### src/rtl/cnt_lfsr_tk1.sv
// rtl/cnt_lfsr_tk1.sv - Romulus block-counter LFSR and domain byte packed as SKINNY TK1
// Optional feature macro: CNT_WRAP_FLAG_EN (adds the registered wrap pulse output).
module cnt_lfsr_tk1 #(
  parameter int               CNT_W    = 56,
  parameter logic [CNT_W-1:0] INIT_VAL = 56'h1
) (
  input  logic             clk,
  input  logic             rstn,
  input  logic             init,
  input  logic             load,
  input  logic [CNT_W-1:0] load_val,
  input  logic             inc,
  input  logic             inc2,
  input  logic             dom_we,
  input  logic [7:0]       dom_in,
  output logic             busy,
  output logic             valid,
  output logic [127:0]     tk1,
  output logic [CNT_W-1:0] cnt
`ifdef CNT_WRAP_FLAG_EN
  ,
  output logic             wrap
`endif
);

  // Feedback taps for x^56 + x^7 + x^4 + x^2 + 1 (the x^56 term is the shifted-out bit).
  localparam logic [CNT_W-1:0] POLY = CNT_W'('h95);
  // Value reached after a full period; a step landing here marks wrap-around.
  localparam logic [CNT_W-1:0] ONE  = CNT_W'(1);

  typedef enum logic [1:0] {
    ST_IDLE  = 2'd0,
    ST_RUN   = 2'd1,
    ST_STEP2 = 2'd2
  } state_t;

  state_t           state;
  logic [CNT_W-1:0] cnt_q;
  logic [7:0]       dom_q;
  logic [CNT_W-1:0] cnt_step;
`ifdef CNT_WRAP_FLAG_EN
  logic             wrap_q;
`endif

  // Galois LFSR step; the all-zero value maps to itself (lock-up, only reachable by load).
  function automatic logic [CNT_W-1:0] lfsr_step(input logic [CNT_W-1:0] x);
    lfsr_step = {x[CNT_W-2:0], 1'b0} ^ (x[CNT_W-1] ? POLY : '0);
  endfunction

  // Next counter value for any step issued this cycle.
  always_comb begin
    cnt_step = lfsr_step(cnt_q);
  end

  // Command FSM: the second half of a double step owns the edge, otherwise init > load > inc2 > inc.
  always_ff @(posedge clk) begin
    if (!rstn) begin
      state  <= ST_IDLE;
      cnt_q  <= '0;
      dom_q  <= 8'h00;
      busy   <= 1'b0;
      valid  <= 1'b0;
`ifdef CNT_WRAP_FLAG_EN
      wrap_q <= 1'b0;
`endif
    end else begin
      // The domain byte is written regardless of counter activity.
      if (dom_we) begin
        dom_q <= dom_in;
      end
`ifdef CNT_WRAP_FLAG_EN
      wrap_q <= 1'b0;
`endif
      case (state)
        ST_STEP2: begin
          cnt_q  <= cnt_step;
          state  <= ST_RUN;
          busy   <= 1'b0;
          valid  <= 1'b1;
`ifdef CNT_WRAP_FLAG_EN
          wrap_q <= (cnt_step == ONE);
`endif
        end
        default: begin
          if (init) begin
            cnt_q <= INIT_VAL;
            state <= ST_RUN;
            busy  <= 1'b0;
            valid <= 1'b1;
          end else if (load) begin
            cnt_q <= load_val;
            state <= ST_RUN;
            busy  <= 1'b0;
            valid <= 1'b1;
          end else if (inc2 && (state == ST_RUN)) begin
            cnt_q  <= cnt_step;
            state  <= ST_STEP2;
            busy   <= 1'b1;
            valid  <= 1'b0;
`ifdef CNT_WRAP_FLAG_EN
            wrap_q <= (cnt_step == ONE);
`endif
          end else if (inc && (state == ST_RUN)) begin
            cnt_q  <= cnt_step;
`ifdef CNT_WRAP_FLAG_EN
            wrap_q <= (cnt_step == ONE);
`endif
          end
        end
      endcase
    end
  end

  // TK1 is built only from registered state: counter bytes little-endian from the top, then domain.
  always_comb begin
    tk1           = '0;
    tk1[127:120]  = cnt_q[7:0];
    tk1[119:112]  = cnt_q[15:8];
    tk1[111:104]  = cnt_q[23:16];
    tk1[103:96]   = cnt_q[31:24];
    tk1[95:88]    = cnt_q[39:32];
    tk1[87:80]    = cnt_q[47:40];
    tk1[79:72]    = cnt_q[55:48];
    tk1[71:64]    = dom_q;
  end

  assign cnt  = cnt_q;
`ifdef CNT_WRAP_FLAG_EN
  assign wrap = wrap_q;
`endif

endmodule

### config.mk
export PLATFORM = sky130hd
export DESIGN_NAME = cnt_lfsr_tk1
export DESIGN_NICKNAME = d
export VERILOG_FILES = /design/src/rtl/cnt_lfsr_tk1.sv
export SDC_FILE = /design/constraint.sdc
export NUM_CORES = 1
export LEC_CHECK = 0
export BUFFER_PORTS_ARGS = -buffer_cell sky130_fd_sc_hd__buf_2
export CAP_MARGIN = 20
export CORE_AREA = 4 4 93 130
export DETAILED_ROUTE_END_ITERATION = 16
export DIE_AREA = 0 0 97 134
export GPL_ROUTABILITY_DRIVEN = 1
export PLACE_DENSITY = 0.77
export SLEW_MARGIN = 20
export SYNTH_ARGS = -nofsm -noshare
export SYNTH_HDL_FRONTEND = slang
export SYNTH_SLANG_ARGS = --single-unit
### constraint.sdc
create_clock -name clk -period 1.4 [get_ports clk]
set_input_delay 0.14 -clock clk [delete_from_list [all_inputs] [get_ports clk]]
set_output_delay 0.14 -clock clk [all_outputs]
set_load 0.01 [all_outputs]
==> results of run 1 <==
==> timing repair <==
action / 4_1_cts / 5_1_grt
hold buffers: 0 / 0
setup buffers: 2 / 1
cloned: 1 / 2
resized for setup: 4 / 82
pin swaps: 4 / 30
endpoints found under the setup margin: 27 / 54
hold endpoints to repair: 0 / 0
==> logic make-up (layout without fill, tap and decap cells) <==
kind of cell | count (synthesis) | after routing
AND/OR/NAND/NOR | 78 | 78
XOR/XNOR | 3 | 3
buffers and inverters | 183 | 245
multiplexers | 8 | 8
flip-flops | 66 | 66
other | 1 | 64
AO/OA/AOI/OAI | 173 | 173
==> per-stage QoR <==
stage               setup TNS (ns)  util [%]  instances
floorplan                   -0.790         -        575
global placement             -6.29      45.1        756
detailed placement           -8.19      45.1        756
CTS                        -0.0312      48.1        775
global route                 -1.67      50.2        778
finish                     -0.0213      50.2        778
==> cell usage after synthesis (2+ instances only) <==
master and count:
buf_4 120, dfxtp_1 66, o21ai_0 58, a2111oi_0 56, a311oi_1 52, clkbuf_1 51
nand3_1 51, nor2_1 10, mux2i_1 8, nor2b_1 7, buf_6 6, a41o_1 4
buf_2 4, nand2_1 4, xnor2_1 3, or2_1 2
==> metal layers <==
metal  vias up  part of all wire [%]  global-route usage [%]
met2       231                    51                    33.6
li1       2019                     -                       -
met5         -                     0                       0
met3        17                   8.2                    4.27
met1      2092                    39                    21.9
met4         0                   1.7                    6.87
==> power by group through the flow <==
stage / registers (W) / logic [W] / clock network (W)
2_1_floorplan: 0.00219 / 0.000795 / 0
3_3_place_gp: 0.00215 / 0.00105 / 0
3_5_place_dp: 0.00216 / 0.00106 / 0
4_1_cts: 0.00212 / 0.00107 / 0.00208
5_1_grt: 0.00215 / 0.00122 / 0.00215
6_report: 0.00213 / 0.00113 / 0.00203
==> critical path: cells and delay by family (launching register included) <==
family          cells  cell delay, ns
compound gates      2            0.50
simple gates        1            0.16
buf+inv             2            0.28
flops               1            0.32
==> how the worst min path moves through the flow <==
stage                    from        to  slack [ns]  cells past startpoint
floorplan           dom_in[0]  dom_q[0]        0.29                      2
global placement    dom_in[6]  dom_q[6]        0.38                      3
detailed placement  dom_in[4]  dom_q[4]        0.39                      3
CTS                 dom_in[6]  dom_q[6]        0.05                      3
global route        dom_in[7]  dom_q[7]        0.07                      3
finish              dom_in[6]  dom_q[6]        0.06                      3
==> final cells by class <==
type	instances	area, um2
fillers	1050	5410
clock buffers	13	250
flip-flops and latches	66	1320
repair buffers	227	1480
well taps	141	176
inverters	2	7.51
clock inverters	3	15.0
multi-input cells	326	2210
==> state kept, by name, indices dropped and copies added (netlist names) <==
name / cells
dom_q: 8
cnt: 56
state: 2
==> reports/metrics.cfg, run 1 <==
[synthesis]
synthArstFlopShare_pct = 0
yosysTopAreaCell = dfxtp_1
synth_mux_area_share_pct = 1.86
ys_types = 26
synth_cells = 512
synth_simple_gate_area_share_pct = 9.08
synth_edf_count = 0
avgSynthCellArea_um2 = 8.43
ys.flop_type = dfxtp_1
synth_xor_area_share_pct = 0.609
synthesis.area_um2 = 4310
ys_ff_latch = 66
synth_compound_area_share_pct = 30.2
synth_area_leaders = dfxtp_1 (31%), buf_4 (21%), a2111oi_0 (11%)
synth_seq_area_share_pct = 30.6
yosys_warnings = 0
synthAdderAreaFrac_pct = 0
synth_top_family_by_area = compound AO/OA/AOI/OAI gates
synth_top_area_share_pct = 30.6

[power]
peakVddDrop_mv = 0.548
total_power_w = 0.00529
switchingPower_w = 0.00157
combPwrFrac_pct = 21.4
p_seq_share_pct = 40.2
swShare_pct = 29.7
clkPwrFrac_pct = 38.3
p_per_area_nw_per_um2 = 970
p_leak_nw = 2.42
power.internal_w = 0.00372

[layout]
nNetsFinal = 703
diodes = 0
layout_common_cells = buf_2 (192), conb_1 (64), dfxtp_1 (64)
layout-drive-gt1-share_pct = 42.2
area_growth_pct = 26.5
final_cell_area_um2 = 5460
final_common_cell = buf_2

[sta]
min_period_ns = 1.41
max_freq_ghz = 0.707
slew_headroom_pct = 66.6
skew_ns = 0.00421
hold_viol = 0
worstMarginPinSlew_ns = 0.489
fin_hold_ws_ns = 0.0598
final-setup-viol-count = 3
drv_slew = 0
period_share_pct = 101
finalWorstSetupSlack_ns = -0.0144
rsz0062_at_grt = true

[routing]
wirelength_um = 13400
vias = 4359
drt_iter0_markers = 183
ant_nets = 0
via_per_inst = 5.60
wl_per_cell_um = 17.3
drtPass1Iterations = 4
remaining_drc_errors = 0

[worst_setup_path]
end_kind = flip-flop
cpPeakStageDelay_ns = 0.40
rr_startpoint = state[1]
crit_chain = nor2b_4 -> buf_12 -> buf_12 -> a2111oi_0 -> a311oi_1
crit_required_ns = 1.59
cp.arrival_ns = 1.60
r2r_cells = 5
endpoint = cnt[19]
startpoint = state[1]
critPathMaxFanout = 8
setup.worst_path.class = reg -> reg
r2r-end = cnt[19]
r2r_slack_ns = -0.01
cp_slowest_cell = a2111oi_0
cp-start-kind = flip-flop
critPathMostFrequentCell = buf_12

[hold_path]
min_path_type = in -> reg

[clock_tree]
clock_latency_ns = 0.32
root_buffer = clkbuf_16
numCtsBuffers = 9
cts_max_level = 3
tritoncts = done
cts_buffer_depth = 2
clock-sinks = 66
clk_pin_slew_worst_paths_ns = 0.05

[outcome]
status = finished with violations
violations = negative setup slack

[floorplanning]
core-area_um2 = 10900
io_pins = 257
start_util_pct = 39.7
rows = 45
die_area_um2 = 13000
die_y_um = 134
dieWidth_um = 97

[global_routing]
grt_pass1_wl_um = 20400
grt_pass1_vias = 4007
overflow = 0
grt_usage_pct = 18.8
antenna_found_initial = 0
grt_max_degree = 71

[placed_design]
io_buffers = 192
place_area_um2 = 4900
gp_congestion = 0.771
dp_hpwl_um = 9260
dp_slack_ns = -0.258

[job]
cap_violations = 0

Power figures use the tool's default switching activity.
==> run 2: changes to the inputs <==
Settings changed: CAP_MARGIN 20 to default, MAX_ROUTING_LAYER from default to met4.
==> run 2 against run 1 <==
Net effect:
- register-to-register slack barely moved
- worst setup slack improved by 0.0060 ns
- the flow still finishes with violations (negative setup slack)
- global-route usage rose by 0.55 points
- core utilization fell by 0.081 points
==> reports/metrics.cfg, run 2 (synthesis gave the netlist of run 1 again) <==
[clock_tree]
cts_buffer_depth = 2  ; unchanged
clk_pin_slew_worst_paths_ns = 0.05  ; about the same
root_buffer = clkbuf_16
cts_max_level = 3  ; unchanged
tritoncts = done
clock_latency_ns = 0.32  ; about the same
clock-sinks = 66  ; unchanged
numCtsBuffers = 9  ; unchanged

[layout]
diodes = 0  ; unchanged
nNetsFinal = 703  ; unchanged
layout_common_cells = buf_2 (192), conb_1 (64), dfxtp_1 (64)
area_growth_pct = 26.3
layout-drive-gt1-share_pct = 41.9  ; -0.31 points
largest_register_ffs = 56  ; unchanged
fin_cells = 778  ; unchanged
final_common_cell = buf_2

[routing]
ant_nets = 0  ; unchanged
drt-met1-wl_um = 5330  ; +2.4%
remaining_drc_errors = 0  ; unchanged
wirelength_um = 13500  ; +0.13%
drtPass1Iterations = 5  ; +1
met2_length_um = 6860  ; -0.52%
route.met3.wl_um = 1050  ; -4.5%
vias = 4346  ; -0.30%
via_per_inst = 5.59  ; -0.30%
wl_per_cell_um = 17.3  ; +0.13%
top_layer_used = met4
drt_iter0_markers = 186  ; +1.6%

[power]
total_power_w = 0.00530  ; about the same
power.internal_w = 0.00372  ; about the same
clkPwrFrac_pct = 38.5  ; +0.2 points
swShare_pct = 29.8  ; +0.072 points
switchingPower_w = 0.00158  ; +0.33%
peakVddDrop_mv = 0.548  ; about the same
p_leak_nw = 2.42  ; about the same
combPwrFrac_pct = 21.4  ; about the same
p_seq_share_pct = 40.2  ; about the same
p_per_area_nw_per_um2 = 972  ; +0.25%

[worst_setup_path]
setup.worst_path.class = reg -> reg
critPathMaxFanout = 8  ; unchanged
cp_top_family = compound AO/OA/AOI/OAI gates
crit_required_ns = 1.59  ; about the same
crit_chain = nor2b_4 -> buf_12 -> buf_12 -> a2111oi_0 -> a311oi_1
critPathMostFrequentCell = buf_12
critPathBufInv = 2  ; unchanged
cp.arrival_ns = 1.59  ; about the same
cp_slowest_cell = a2111oi_0
cpPeakStageDelay_ns = 0.40  ; about the same
cp-start-kind = flip-flop
end_kind = flip-flop

[sta]
tns_ns = -0.00912  ; +0.0121 ns
rsz0062_at_grt = true
skew_ns = 0.00370  ; -0.000503 ns
finalWorstSetupSlack_ns = -0.00833  ; +0.00605 ns
hold_viol = 0  ; unchanged
slew_headroom_pct = 66.6  ; about the same
min_period_ns = 1.41  ; -0.00605 ns
fin_hold_ws_ns = 0.0591  ; -0.000704 ns
max_freq_ghz = 0.710  ; +0.43%
final-setup-viol-count = 2  ; -1
period_share_pct = 101  ; -0.43 points
worstMarginPinSlew_ns = 0.488  ; -0.0000741 ns
drv_slew = 0  ; unchanged

[global_routing]
grt_max_degree = 71  ; unchanged
overflow = 0  ; unchanged
antenna_found_initial = 0  ; unchanged
grt_usage_pct = 19.3  ; +0.55 points
grt_pass1_wl_um = 20400  ; about the same
grt_pass1_vias = 4000  ; -0.17%

[floorplanning]
die_y_um = 134  ; unchanged
io_pins = 257  ; unchanged
start_util_pct = 39.7  ; unchanged
core-area_um2 = 10900  ; unchanged
rows = 45  ; unchanged
dieWidth_um = 97  ; unchanged
die_area_um2 = 13000  ; unchanged

[placed_design]
dp_hpwl_um = 9260  ; unchanged
dp_cells = 756  ; unchanged
io_buffers = 192  ; unchanged
gp_congestion = 0.782  ; +1.3%

[outcome]
status = finished with violations
violations = negative setup slack

[hold_path]
min_path_type = in -> reg

[job]
cap_violations = 0  ; unchanged

## run 2: cell counts in the layout (fill, tap and decap cells not counted)
No cell type changed its count.
## run 2: path summary, 6_finish.rpt
| path | start | to | slack [ns] | cells past startpoint |
|---|---|---|---|---|
| max | state[1] | cnt[19] | -0.008 | 5 |
| min | dom_in[6] | dom_q[6] | 0.06 | 3 |
| max reg2reg | state[1] | cnt[19] | -0.008 | 5 |
| min reg2reg | dom_q[4] | dom_q[4] | 0.49 | 2 |
## run 2: through the flow
step / setup WS [ns] / instance area [um2] / utilization (%)
4_1_cts: -0.0166 / 5230 / 48.1
2_1_floorplan: -0.0395 / 4580 / -
6_report: -0.00833 / 5450 / 50.1
3_3_place_gp: -0.199 / 4900 / 45.1
5_1_grt: -0.0781 / 5450 / 50.1
3_5_place_dp: -0.258 / 4900 / 45.1
## run 2: routing by layer
layer / vias to the layer above / global-route usage [%]
met5: - / -
met4: 0 / 6.87
met3: 19 / 3.90
met2: 242 / 33.6
met1: 2069 / 22.1
li1: 2016 / -
## run 2: final cells by class
type                    count  area [um2]
multi-input cells         326        2200
flip-flops and latches     66        1320
clock buffers              13         250
well taps                 141         176
clock inverters             3        15.0
fillers                  1046        5420
repair buffers            227        1480
inverters                   2        7.51
## run 2: worst register-to-register path: cells and delay by family, from the launching register on
family                 cells  cell delay (ns)
AO/OA/AOI/OAI              2             0.51
AND/OR/NAND/NOR            1             0.16
flip-flops                 1             0.32
buffers and inverters      2             0.28
## run 2: what timing repair did
item / CTS / global route
gates resized for setup: 4 / 82
hold buffers: 0 / 0
buffers inserted: 2 / 1
setup endpoints to repair: 27 / 54
pin swaps: 4 / 30
cloned: 1 / 2
## run 2: power groups by stage
stage / clock [W] / sequential (W) / combinational (W)
2_1_floorplan: 0 / 0.00219 / 0.000795
3_3_place_gp: 0 / 0.00215 / 0.00105
3_5_place_dp: 0 / 0.00216 / 0.00106
4_1_cts: 0.00208 / 0.00212 / 0.00107
5_1_grt: 0.00215 / 0.00215 / 0.00122
6_report: 0.00204 / 0.00213 / 0.00113
